[config.mk]
export PLATFORM = sky130hd
export DESIGN_NAME = braille_quiz_ctrl
export DESIGN_NICKNAME = d
export VERILOG_FILES = /design/src/rtl/braille_quiz_ctrl.sv
export SDC_FILE = /design/constraint.sdc
export NUM_CORES = 1
export LEC_CHECK = 0
export BUFFER_PORTS_ARGS = -buffer_cell sky130_fd_sc_hd__buf_2
export CAP_MARGIN = 20
export CORE_MARGIN = 2
export CORE_UTILIZATION = 59
export CTS_BUF_LIST = sky130_fd_sc_hd__clkbuf_8 sky130_fd_sc_hd__clkbuf_16
export CTS_CLUSTER_DIAMETER = 30
export CTS_CLUSTER_SIZE = 20
export DETAILED_ROUTE_END_ITERATION = 6
export GPL_TIMING_DRIVEN = 0
export PLACE_DENSITY_LB_ADDON = 0.15
export SKIP_LAST_GASP = 1
export SLEW_MARGIN = 20
export SYNTH_ARGS = -nofsm -noshare
export SYNTH_HDL_FRONTEND = slang
export SYNTH_SLANG_ARGS = --single-unit
[constraint.sdc]
create_clock -name Clk -period 2.65 [get_ports Clk]
set_clock_uncertainty 0.05 [all_clocks]
set_input_delay 0.1325 -clock Clk [delete_from_list [all_inputs] [get_ports Clk]]
set_output_delay 0.1325 -clock Clk [all_outputs]
set_load 0.02 [all_outputs]
[src/rtl/braille_quiz_ctrl.sv]
// Quiz-mode sequencer for the Braille trainer: picks LFSR targets, grades loaded answers, keeps score.
// Define QUIZ_TIMEOUT_EN to add a per-round response window that grades a silent learner as wrong.
module braille_quiz_ctrl #(
    parameter int         ROUNDS         = 10,
    parameter int         FB_CYCLES      = 25_000_000,
    parameter int         TIMEOUT_CYCLES = 250_000_000,
    parameter logic [7:0] LFSR_SEED      = 8'hA5
) (
    input  logic       Clk,
    input  logic       Rst,
    input  logic       Start_Pulse,
    input  logic       Load_Pulse,
    input  logic [3:0] Sw_Alphabet,
    output logic [3:0] Target,
    output logic       Disp_Enable,
    output logic       Result_Valid,
    output logic       Correct,
    output logic [3:0] Score,
    output logic [3:0] Round,
    output logic       Done
);

    localparam logic [2:0] S_IDLE  = 3'd0;
    localparam logic [2:0] S_PICK  = 3'd1;
    localparam logic [2:0] S_SHOW  = 3'd2;
    localparam logic [2:0] S_CHECK = 3'd3;
    localparam logic [2:0] S_FB    = 3'd4;
    localparam logic [2:0] S_DONE  = 3'd5;

    localparam int         FBW      = (FB_CYCLES > 1) ? $clog2(FB_CYCLES) : 1;
    localparam logic [3:0] ROUNDS_L = 4'(ROUNDS);

    if (ROUNDS < 1 || ROUNDS > 15 || FB_CYCLES < 1 || TIMEOUT_CYCLES < 1 || LFSR_SEED == 8'h00)
    begin : g_bad_param
        $error("braille_quiz_ctrl: illegal parameter value");
    end

    logic [2:0]     state_q, state_d;
    logic [7:0]     lfsr_q, lfsr_d;
    logic [3:0]     target_q, target_d;
    logic [3:0]     ans_q, ans_d;
    logic           ans_ok_q, ans_ok_d;
    logic           correct_q, correct_d;
    logic [3:0]     score_q, score_d;
    logic [3:0]     round_q, round_d;
    logic [FBW-1:0] fb_cnt_q, fb_cnt_d;
    logic [3:0]     cand_raw, cand;

`ifdef QUIZ_TIMEOUT_EN
    localparam int TOW = (TIMEOUT_CYCLES > 1) ? $clog2(TIMEOUT_CYCLES) : 1;
    logic [TOW-1:0] to_cnt_q, to_cnt_d;
`endif

    // Fold 10..15 down onto 4..9, then step past the previous target so rounds never repeat.
    always_comb begin
        cand_raw = (lfsr_q[3:0] > 4'd9) ? lfsr_q[3:0] - 4'd6 : lfsr_q[3:0];
        cand     = cand_raw;
        if (cand_raw == target_q)
            cand = (cand_raw == 4'd9) ? 4'd0 : cand_raw + 4'd1;
    end

    always_comb begin
        state_d   = state_q;
        lfsr_d    = {lfsr_q[6:0], lfsr_q[7] ^ lfsr_q[5] ^ lfsr_q[4] ^ lfsr_q[3]};
        target_d  = target_q;
        ans_d     = ans_q;
        ans_ok_d  = ans_ok_q;
        correct_d = correct_q;
        score_d   = score_q;
        round_d   = round_q;
        fb_cnt_d  = fb_cnt_q;
`ifdef QUIZ_TIMEOUT_EN
        to_cnt_d  = to_cnt_q;
`endif
        case (state_q)
            S_IDLE, S_DONE: begin
                if (Start_Pulse) begin
                    state_d = S_PICK;
                    score_d = 4'd0;
                    round_d = 4'd0;
                end
            end
            S_PICK: begin
                target_d = cand;
                state_d  = S_SHOW;
`ifdef QUIZ_TIMEOUT_EN
                to_cnt_d = '0;
`endif
            end
            S_SHOW: begin
                if (Load_Pulse) begin
                    ans_d    = Sw_Alphabet;
                    ans_ok_d = 1'b1;
                    state_d  = S_CHECK;
                end
`ifdef QUIZ_TIMEOUT_EN
                else if (to_cnt_q == TOW'(TIMEOUT_CYCLES - 1)) begin
                    ans_ok_d = 1'b0;
                    state_d  = S_CHECK;
                end else begin
                    to_cnt_d = to_cnt_q + 1'b1;
                end
`endif
            end
            S_CHECK: begin
                correct_d = ans_ok_q && (ans_q <= 4'd9) && (ans_q == target_q);
                score_d   = score_q + 4'(correct_d);
                round_d   = round_q + 4'd1;
                fb_cnt_d  = '0;
                state_d   = S_FB;
            end
            S_FB: begin
                if (fb_cnt_q == FBW'(FB_CYCLES - 1))
                    state_d = (round_q < ROUNDS_L) ? S_PICK : S_DONE;
                else
                    fb_cnt_d = fb_cnt_q + 1'b1;
            end
            default: state_d = S_IDLE;
        endcase
    end

    always_ff @(posedge Clk or negedge Rst) begin
        if (!Rst) begin
            state_q   <= S_IDLE;
            lfsr_q    <= LFSR_SEED;
            target_q  <= 4'd0;
            ans_q     <= 4'd0;
            ans_ok_q  <= 1'b0;
            correct_q <= 1'b0;
            score_q   <= 4'd0;
            round_q   <= 4'd0;
            fb_cnt_q  <= '0;
`ifdef QUIZ_TIMEOUT_EN
            to_cnt_q  <= '0;
`endif
        end else begin
            state_q   <= state_d;
            lfsr_q    <= lfsr_d;
            target_q  <= target_d;
            ans_q     <= ans_d;
            ans_ok_q  <= ans_ok_d;
            correct_q <= correct_d;
            score_q   <= score_d;
            round_q   <= round_d;
            fb_cnt_q  <= fb_cnt_d;
`ifdef QUIZ_TIMEOUT_EN
            to_cnt_q  <= to_cnt_d;
`endif
        end
    end

    assign Target       = target_q;
    assign Disp_Enable  = (state_q == S_SHOW) || (state_q == S_FB);
    assign Result_Valid = (state_q == S_FB);
    assign Correct      = correct_q;
    assign Score        = score_q;
    assign Round        = round_q;
    assign Done         = (state_q == S_DONE);

endmodule

==> results of run 1 <==
[registers in the layout (all words and copies together), names as in the netlist]
| name | count |
|---|---|
| ans_q | 4 |
| lfsr_q | 8 |
| Round | 4 |
| Score | 4 |
| ans_ok_q | 1 |
| Correct | 1 |
| Target | 4 |
| fb_cnt_q | 25 |
| state_q | 3 |
[layout by cell type, fill, tap and decap left out, types with 3 or more instances in the layout]
cell type      Yosys  final
nand2_1           33     33
ha_1               5      5
dfstp_2            4      4
or3_1              8      8
dfrtp_1           50     50
buf_1              4      4
mux2_2             4      4
nor4b_1            3      3
xnor2_1           17     17
xor2_1            13     13
and3_1             4      4
or3_4              3      3
o21ai_0           17     17
nand3b_1           3      3
or2_2              3      3
nand4_1            5      5
inv_1              8      9
buf_2              2     24
clkbuf_8           0      5
nand3_1           15     15
nor4_1             3      3
nor3_1             7      7
nor2_1            33     33
and3b_1            3      3
dlygate4sd3_1      0      4
a21oi_1            9      9
[per-layer routing]
metal | vias to the layer above | routed length (um)
met3 | 4 | 142
li1 | 1086 | -
met5 | - | 0
met4 | 0 | 46
met1 | 1035 | 2761
met2 | 32 | 2568
[area by class of cell]
cell class,instances,area (um^2)
repair buffers,27,157.7
clock inverters,3,41.29
multi-input cells,222,1409
well taps,54,67.56
clock buffers,5,68.82
plain buffers,8,32.53
flip-flops and latches,54,1356
inverters,8,30.03
fillers,391,1498
[through the flow]
stage	utilization, %	hold slack [ps]	total power [mW]	cell area [um^2]
finish	67.87	8.286	2.350	3163
floorplan	-	-213.1	1.595	2828
global placement	64.59	283.9	1.796	3010
CTS	67.87	2.026	2.366	3163
detailed placement	64.64	163.8	1.814	3013
global route	67.87	14.69	2.490	3163
[cells by family (layout without fill, tap and decap cells)]
family          after synthesis  in the layout  synth area share [%]
compound gates               40             40                 8.584
buf+inv                      16             51                 2.212
simple gates                141            141                 27.43
mux                           6              6                 2.301
fa+ha+maj                     5              5                 2.212
xor+xnor                     30             30                 9.292
flops                        54             54                 47.96
[power by group]
group | internal [mW] | total, mW | switching (mW)
combinational | 0.290 | 0.729 | 0.439
clock | 0.278 | 0.546 | 0.267
sequential | 0.941 | 1.08 | 0.134
total | 1.51 | 2.35 | 0.840
[worst min path at each step]
stage | to | slack, ps
detailed placement | Target[3]$_DFFE_PN0N_ | 160
floorplan | Correct$_DFFE_PN0P_ | -210
global placement | lfsr_q[7]$_DFF_PN1_ | 280
finish | ans_q[1]$_DFFE_PN0P_ | 8
global route | ans_q[1]$_DFFE_PN0P_ | 10
CTS | ans_q[1]$_DFFE_PN0P_ | 2
[worst register-to-register path, stage by stage, from the launching register on]
cell and delay, ps:
dfrtp_1 410, ha_1 210, and3_1 240, nand3_1 150, o31ai_1 490, buf_2 310, nor3_1 90, xnor2_1 150
nor2_1 50
==> results.py, run 1 <==
metrics = {
    "timing": {
        "rsz0062_at_grt": "no",
        "period_share_pct": 85.75,
        "setup_slack_ps": 377.6,
        "slew_violations": 0,
        "hold_violations": 0,
        "period_needed_ps": 2272,
        "setup_violations": 0,
        "max_freq_ghz": 0.4401,
        "max_slew_margin_pct": 33.58,
        "tns_ps": 0,
        "worstMarginPinSlew_ps": 983.0,
    },
    "place": {
        "gp_congestion": 0.7969,
        "dpl.hpwl_mm": 3.851,
        "dp.cells": 369,
        "portBuffers": 23,
        "dp_slack_ps": 394.0,
    },
    "grt": {
        "use_met3_pct": 4.144,
        "gr-max-usage-layer": "met1",
        "grt_usage_pct": 23.13,
        "first_global_vias": 2055,
        "grt_pass1_wl_mm": 9.673,
        "gr-total-overflow": 0,
        "grt_max_degree": 55,
        "grt_use_met2_pct": 34.43,
        "use_met1_pct": 35.11,
        "antenna_found_initial": 0,
    },
    "cts": {
        "cts_setup_buffers": 0,
        "htree_levels": 2,
        "ctsRootBufferMaster": "clkbuf_8",
        "clkTransAtPathRegs_ps": 100,
        "clk_path_buf_depth": 2,
        "cts_tree": "built",
        "hold_buffers": 4,
        "clock_latency_ps": 300,
        "cts_resized": 0,
        "cts_buffers": 5,
        "clock-sinks": 54,
    },
    "yosys": {
        "netlist.area_leader.share_pct": 44.25,
        "yosysMostFrequentCell": "dfrtp_1",
        "syn_area_per_cell_um2": 9.684,
        "ys_top_cells_by_count": "50 x dfrtp_1, 33 x nand2_1, 33 x nor2_1",
        "ys.flop_type": "dfrtp_1",
        "ys_types": 51,
        "ys_warn_count": 0,
        "syn_nets": 305,
        "yosys.area.top_type": "dfrtp_1",
        "synthCells": 292,
        "ys_seq_area_share_pct": 47.96,
        "netlist_area_um2": 2828,
        "ys_top_cells_by_area": "dfrtp_1 44%, xnor2_1 5.3%, nand2_1 4.4%",
        "ys_async_sr_fraction_pct": 100.0,
        "synth-edff-count": 0,
        "ys_ff_latch": 54,
    },
    "detailed_routing": {
        "detail_route.wl_per_cell_um": 14.48,
        "via_per_inst": 5.661,
        "ant_nets": 0,
        "num_vias": 2157,
        "drt_iter0_drc": 126,
        "drc": 0,
        "wirelength_mm": 5.518,
        "drtPass1Iterations": 4,
    },
    "floorplan": {
        "die_y_um": 73.23,
        "initial_core_util_pct": 60.67,
        "die_x_um": 73.23,
        "core_area_um2": 4661,
        "dieArea_um2": 5363,
        "io_pins": 24,
        "fp-row-count": 25,
    },
    "hold_path": {
        "holdCritPathClass": "in2reg",
        "hp-start": "Sw_Alphabet[1]",
        "worstHoldPathCells": 2,
    },
    "setup_path": {
        "slowest_delay_ps": 490,
        "path_delay_family": "simple AND/OR/NAND/NOR gates",
        "worstSetupPathType": "reg2reg",
        "endpoint_kind": "flop",
        "rr_worst_depth": 8,
        "worstPathMaxFanout": 10,
        "endpoint": "fb_cnt_q[7]$_DFFE_PN0P_",
        "r2r_start": "fb_cnt_q[1]$_DFFE_PN0P_",
        "worstSetupStartpoint": "fb_cnt_q[1]$_DFFE_PN0P_",
        "cp.buffers_inverters": 1,
        "critPathLaunchType": "flop",
        "worst_ep_required_time_ps": 2790,
        "crit_cells": 8,
        "r2r_slack_ps": 380,
        "arrival_ps": 2410,
        "crit_chain": "ha_1 -> and3_1 -> nand3_1 -> o31ai_1 -> buf_2 -> nor3_1 -> xnor2_1 -> nor2_1",
        "slowest_stage": "o31ai_1",
        "reg2reg_to": "fb_cnt_q[7]$_DFFE_PN0P_",
    },
    "layout": {
        "fin_cells": 381,
        "syn2layout_area_growth_pct": 11.86,
        "drive_gt1_share_pct": 16.21,
        "nets": 339,
        "diodes": 0,
    },
    "power": {
        "vdd_drop_max_mv": 0.6190,
        "p_per_area_nw_per_um2": 742.8,
        "p_leak_nw": 1.430,
    },
    "run_status": {
        "outcome": "finished, final reports clean",
    },
    "job": {
        "cap_violations": 0,
    },
}
Power figures use the tool's default switching activity.
==> inputs of run 2 (changes only) <==
- PLACE_DENSITY: default -> 0.79
- PLACE_DENSITY_LB_ADDON: 0.15 -> default
==> run 2 against run 1 <==
- clock power increased by 5.5%
- combinational power about the same
- first-iteration DRC count increased by 33%
- sequential share of layout area decreased by 0.10 points
- cell count unchanged
- count of clock-buffer cells in the layout unchanged
- critical path depth unchanged
- die area unchanged
- non-clock buffer count unchanged
- worst hold slack about the same
- routed wire length increased by 1.3%
- via count increased by 1.5%
- critical endpoint is now fb_cnt_q[8]$_DFFE_PN0P_
- largest power group unchanged
- highest routed layer unchanged
==> results.py, run 2 (same netlist as run 1, synthesis figures left out) <==
metrics = {
    "run_status": {
        "outcome": "finished, final reports clean",
    },
    "grt": {
        "grt_pass1_wl_mm": 9.749,
        "gr-max-usage-layer": "met2",
        "first_global_vias": 2083,
        "use_met3_pct": 5.249,
        "antenna_found_initial": 0,
        "gr-total-overflow": 0,
        "grt_usage_pct": 23.50,
        "grt_max_degree": 55,
        "use_met1_pct": 31.56,
        "grt_use_met2_pct": 38.24,
    },
    "detailed_routing": {
        "drt_iter0_drc": 168,
        "drtPass1Iterations": 4,
        "ant_nets": 0,
        "wirelength_mm": 5.589,
        "num_vias": 2189,
        "via_per_inst": 5.745,
        "detail_route.wl_per_cell_um": 14.67,
        "drc": 0,
    },
    "layout": {
        "layout_commonest_cell": "dfrtp_1",
        "syn2layout_area_growth_pct": 12.12,
        "largest_register_ffs": 25,
        "nFillCells": 356,
        "nets": 339,
        "diodes": 0,
        "fin_cells": 381,
        "top_register": "fb_cnt_q",
        "layout_common_cells": "50 x dfrtp_1, 33 x nor2_1, 33 x nand2_1, 24 x buf_2",
        "top_regs": "fb_cnt_q: 25 flops, lfsr_q: 8 flops",
        "drive_gt1_share_pct": 16.51,
    },
    "setup_path": {
        "worstSetupStartpoint": "fb_cnt_q[1]$_DFFE_PN0P_",
        "reg2reg_to": "fb_cnt_q[8]$_DFFE_PN0P_",
        "endpoint": "fb_cnt_q[8]$_DFFE_PN0P_",
        "r2r_start": "fb_cnt_q[1]$_DFFE_PN0P_",
        "arrival_ps": 2460,
        "worstPathMaxFanout": 10,
        "rr_worst_depth": 8,
        "endpoint_kind": "flop",
        "worstSetupPathType": "reg2reg",
        "worst_ep_required_time_ps": 2790,
        "r2r_slack_ps": 330,
        "critPathLaunchType": "flop",
    },
    "floorplan": {
        "fp-row-count": 25,
        "die_x_um": 73.23,
        "io_pins": 24,
        "initial_core_util_pct": 60.67,
        "die_y_um": 73.23,
        "dieArea_um2": 5363,
        "core_area_um2": 4661,
    },
    "cts": {
        "cts_tree": "built",
        "ctsRootBufferMaster": "clkbuf_8",
        "htree_levels": 2,
        "clock_latency_ps": 310,
        "cts_buffers": 5,
        "clock-sinks": 54,
        "clk_path_buf_depth": 2,
        "cts_resized": 0,
        "clkTransAtPathRegs_ps": 100,
    },
    "place": {
        "dp_slack_ps": 373.6,
        "gp_congestion": 0.8611,
        "dpl.hpwl_mm": 3.885,
        "dp.cells": 369,
        "portBuffers": 23,
    },
    "power": {
        "p_per_area_nw_per_um2": 753.1,
        "finalPower_mw": 2.388,
        "vdd_drop_max_mv": 0.5811,
        "p_leak_nw": 1.430,
    },
    "timing": {
        "max_freq_ghz": 0.4314,
        "rsz0062_at_grt": "no",
        "setup_violations": 0,
        "period_needed_ps": 2318,
        "worstMarginPinSlew_ps": 981.7,
        "setup_slack_ps": 331.9,
        "period_share_pct": 87.47,
        "tns_ps": 0,
        "slew_violations": 0,
        "max_slew_margin_pct": 33.66,
        "hold_violations": 0,
    },
    "job": {
        "cap_violations": 0,
    },
    "hold_path": {
        "holdCritPathClass": "in2reg",
    },
}
-- run 2: changes by cell type in the layout (fill, tap and decap cells not counted) --
| cell | previous run | this run |
|---|---|---|
| inv_1 | 9 | 8 |
| inv_8 | 0 | 1 |
-- run 2: worst min path at each step --
stage                            end  depth (start not counted)                start
2_1_floorplan    Correct$_DFFE_PN0P_                          0                  Rst
3_3_place_gp     lfsr_q[7]$_DFF_PN1_                          0  lfsr_q[6]$_DFF_PN0_
3_5_place_dp   Target[3]$_DFFE_PN0N_                          1                  Rst
4_1_cts         ans_q[2]$_DFFE_PN0P_                          2       Sw_Alphabet[2]
5_1_grt         ans_q[2]$_DFFE_PN0P_                          2       Sw_Alphabet[2]
6_report        ans_q[2]$_DFFE_PN0P_                          2       Sw_Alphabet[2]
-- run 2: cell type report --
cell class	instances	area [um^2]	area share (%)
Clock buffer	5	68.82	2.170
Buffer	8	32.53	1.026
Multi-Input combinational cell	222	1409	44.44
Clock inverter	3	48.80	1.539
Sequential cell	54	1356	42.78
Timing Repair Buffer	27	157.7	4.972
Tap cell	54	67.56	2.131
Inverter	8	30.03	0.9471
-- run 2: metrics by stage --
step	hold slack [ps]	area (um^2)	utilization, %
after floorplan	-213.1	2828	-
after global placement	284.6	3010	64.59
after detailed placement	165.9	3013	64.64
after CTS	3.904	3161	67.81
after global routing	11.21	3171	68.03
final	8.344	3171	68.03
-- run 2: what timing repair did --
action	4_1_cts	5_1_grt
hold buffers	3	1
setup buffers	0	0
endpoints found under the hold margin	52	1
-- run 2: power breakdown --
part | total, mW | switching (mW) | internal (mW) | leakage, nW
sequential | 1.08 | 0.140 | 0.941 | 0.716
clock | 0.576 | 0.288 | 0.288 | 0.0563
combinational | 0.731 | 0.440 | 0.291 | 0.658
total | 2.39 | 0.868 | 1.52 | 1.43
-- run 2: worst max-delay path, cell delays in order, from the launching register on --
cell     delay (ps)
dfrtp_1         430
ha_1            210
and3_1          240
nand3_1         140
o31ai_1         520
buf_2           310
nor3_1           90
xnor2_1         140
nor2_1           60
-- run 2: routing by layer --
metal | wire [um] | vias to the layer above
li1 | - | 1090
met2 | 2609 | 42
met1 | 2715 | 1048
met5 | 0 | -
met4 | 76 | 0
met3 | 187 | 9
==> inputs of run 3 (changes only) <==
- CELL_PAD_IN_SITES_DETAIL_PLACEMENT: default -> 1
- CELL_PAD_IN_SITES_GLOBAL_PLACEMENT: default -> 1
- CORE_UTILIZATION: 59 -> 46
- REMOVE_ABC_BUFFERS: default -> 1
- TNS_END_PERCENT: default -> 10
==> run 3 against run 2 <==
- count of clock-buffer cells in the layout unchanged
- non-clock buffer count decreased by 9
- utilization decreased by 14 points
- register-to-register slack got worse by 160 ps
- critical endpoint is now fb_cnt_q[22]$_DFFE_PN0P_
- largest cell class unchanged
- largest power group unchanged
- highest routed layer unchanged
==> results.py, run 3 (same netlist as run 1, synthesis figures left out) <==
metrics = {
    "grt": {
        "gr-total-overflow": 0,
        "antenna_found_initial": 0,
        "grt_max_degree": 55,
        "grt_usage_pct": 20.49,
        "first_global_vias": 2206,
        "grt_pass1_wl_mm": 10.58,
    },
    "detailed_routing": {
        "drc": 0,
        "drt_iter0_drc": 83,
        "num_vias": 2174,
        "detail_route.wl_per_cell_um": 15.47,
        "via_per_inst": 5.532,
        "drtPass1Iterations": 4,
        "wirelength_mm": 6.078,
        "ant_nets": 0,
    },
    "timing": {
        "period_share_pct": 93.47,
        "max_slew_margin_pct": 54.25,
        "worstMarginPinSlew_ps": 686.2,
        "hold_ws_ps": 14.93,
        "hold_violations": 0,
        "rsz0062_at_grt": "yes",
        "tns_ps": 0,
        "max_freq_ghz": 0.4037,
        "period_needed_ps": 2477,
        "slew_violations": 0,
        "setup_violations": 0,
    },
    "layout": {
        "layout_common_cells": "50 x dfrtp_1, 33 x nor2_1, 33 x nand2_1, 22 x buf_2",
        "largest_register_ffs": 25,
        "fin_cells": 393,
        "nets": 330,
        "fin_area_um2": 3171,
        "top_register": "fb_cnt_q",
        "drive_gt1_share_pct": 17.30,
        "syn2layout_area_growth_pct": 12.12,
        "diodes": 0,
        "top_regs": "fb_cnt_q: 25 flops, lfsr_q: 8 flops",
        "layout_commonest_cell": "dfrtp_1",
    },
    "cts": {
        "cts_buffers": 5,
        "htree_levels": 2,
        "clock_latency_ps": 310,
        "clk_path_buf_depth": 2,
        "ctsRootBufferMaster": "clkbuf_8",
        "cts_setup_buffers": 0,
        "clock-sinks": 54,
        "cts_tree": "built",
        "clkTransAtPathRegs_ps": 90,
    },
    "power": {
        "p_per_area_nw_per_um2": 745.9,
        "vdd_drop_max_mv": 0.4068,
        "p_leak_nw": 1.415,
    },
    "floorplan": {
        "die_x_um": 82.41,
        "initial_core_util_pct": 47.76,
        "dieArea_um2": 6791,
        "core_area_um2": 5921,
        "die_y_um": 82.41,
        "io_pins": 24,
        "fp-row-count": 28,
    },
    "hold_path": {
        "holdCritPathClass": "in2reg",
        "hp-start": "Sw_Alphabet[3]",
        "worstHoldPathCells": 2,
        "hold_end": "ans_q[3]$_DFFE_PN0P_",
    },
    "setup_path": {
        "arrival_ps": 2600,
        "rr_worst_depth": 6,
        "endpoint_kind": "flop",
        "worstPathMaxFanout": 31,
        "reg2reg_to": "fb_cnt_q[22]$_DFFE_PN0P_",
        "critPathLaunchType": "flop",
        "worst_ep_required_time_ps": 2770,
        "r2r_start": "state_q[0]$_DFFE_PN0P_",
        "r2r_slack_ps": 170,
        "worstSetupPathType": "reg2reg",
    },
    "run_status": {
        "outcome": "finished, final reports clean",
    },
    "place": {
        "dp.cells": 382,
        "dpl.hpwl_mm": 4.168,
        "portBuffers": 23,
        "postPlaceCellArea_um2": 3013,
        "gp_congestion": 0.7390,
    },
    "job": {
        "cap_violations": 0,
    },
}
run 3: routing by layer:
metal  track usage [%]  wire, um  vias up
met3             4.239       172        2
met1             27.37      2887     1072
li1                  -         -     1071
met5                 0         0        -
met2             34.60      2987       29
met4             4.000        30        0
run 3: worst max-delay path by stage:
stage	start	to	slack (ps)	cells past startpoint
after floorplan	state_q[0]$_DFFE_PN0P_	fb_cnt_q[22]$_DFFE_PN0P_	290	6
after global placement	state_q[0]$_DFFE_PN0P_	fb_cnt_q[22]$_DFFE_PN0P_	-190	6
after detailed placement	fb_cnt_q[1]$_DFFE_PN0P_	fb_cnt_q[9]$_DFFE_PN0P_	160	7
after CTS	state_q[0]$_DFFE_PN0P_	fb_cnt_q[19]$_DFFE_PN0P_	150	6
after global routing	state_q[0]$_DFFE_PN0P_	fb_cnt_q[19]$_DFFE_PN0P_	-80	6
final	state_q[0]$_DFFE_PN0P_	fb_cnt_q[22]$_DFFE_PN0P_	170	6
run 3: cell type report:
type,count,area (um^2)
Clock buffer,5,68.82
Clock inverter,3,43.79
Fill cell,689,2750
Inverter,8,30.03
Multi-Input combinational cell,222,1430
Sequential cell,54,1356
Tap cell,75,93.84
Timing Repair Buffer,26,147.6
run 3: report_power, final:
part | switching, mW | internal (mW) | total (mW) | leakage [nW]
sequential | 0.197 | 0.940 | 1.14 | 0.716
combinational | 0.391 | 0.282 | 0.672 | 0.641
clock | 0.272 | 0.284 | 0.556 | 0.0585
total | 0.860 | 1.51 | 2.36 | 1.42
run 3: what timing repair did:
action                                  in CTS  in global routing
hold endpoints to repair                    52                  0
hold buffers                                 3                  0
endpoints found under the setup margin       0                 10
resized for setup                            0                  1
run 3: through the flow:
step / setup WS, ps / power, mW / util [%]
floorplan: 288.7 / 1.571 / -
global placement: -194.9 / 1.781 / 50.74
detailed placement: 163.9 / 1.814 / 50.89
CTS: 145.1 / 2.393 / 53.30
global route: -78.14 / 2.532 / 53.55
finish: 172.9 / 2.365 / 53.55
run 3: critical path, cell delays in order (launching register included):
cell and delay [ps]:
dfrtp_1 660, and3b_2 690, o21bai_1 180, or3_4 420, nor4_4 140, xnor2_1 160
nor2_2 40
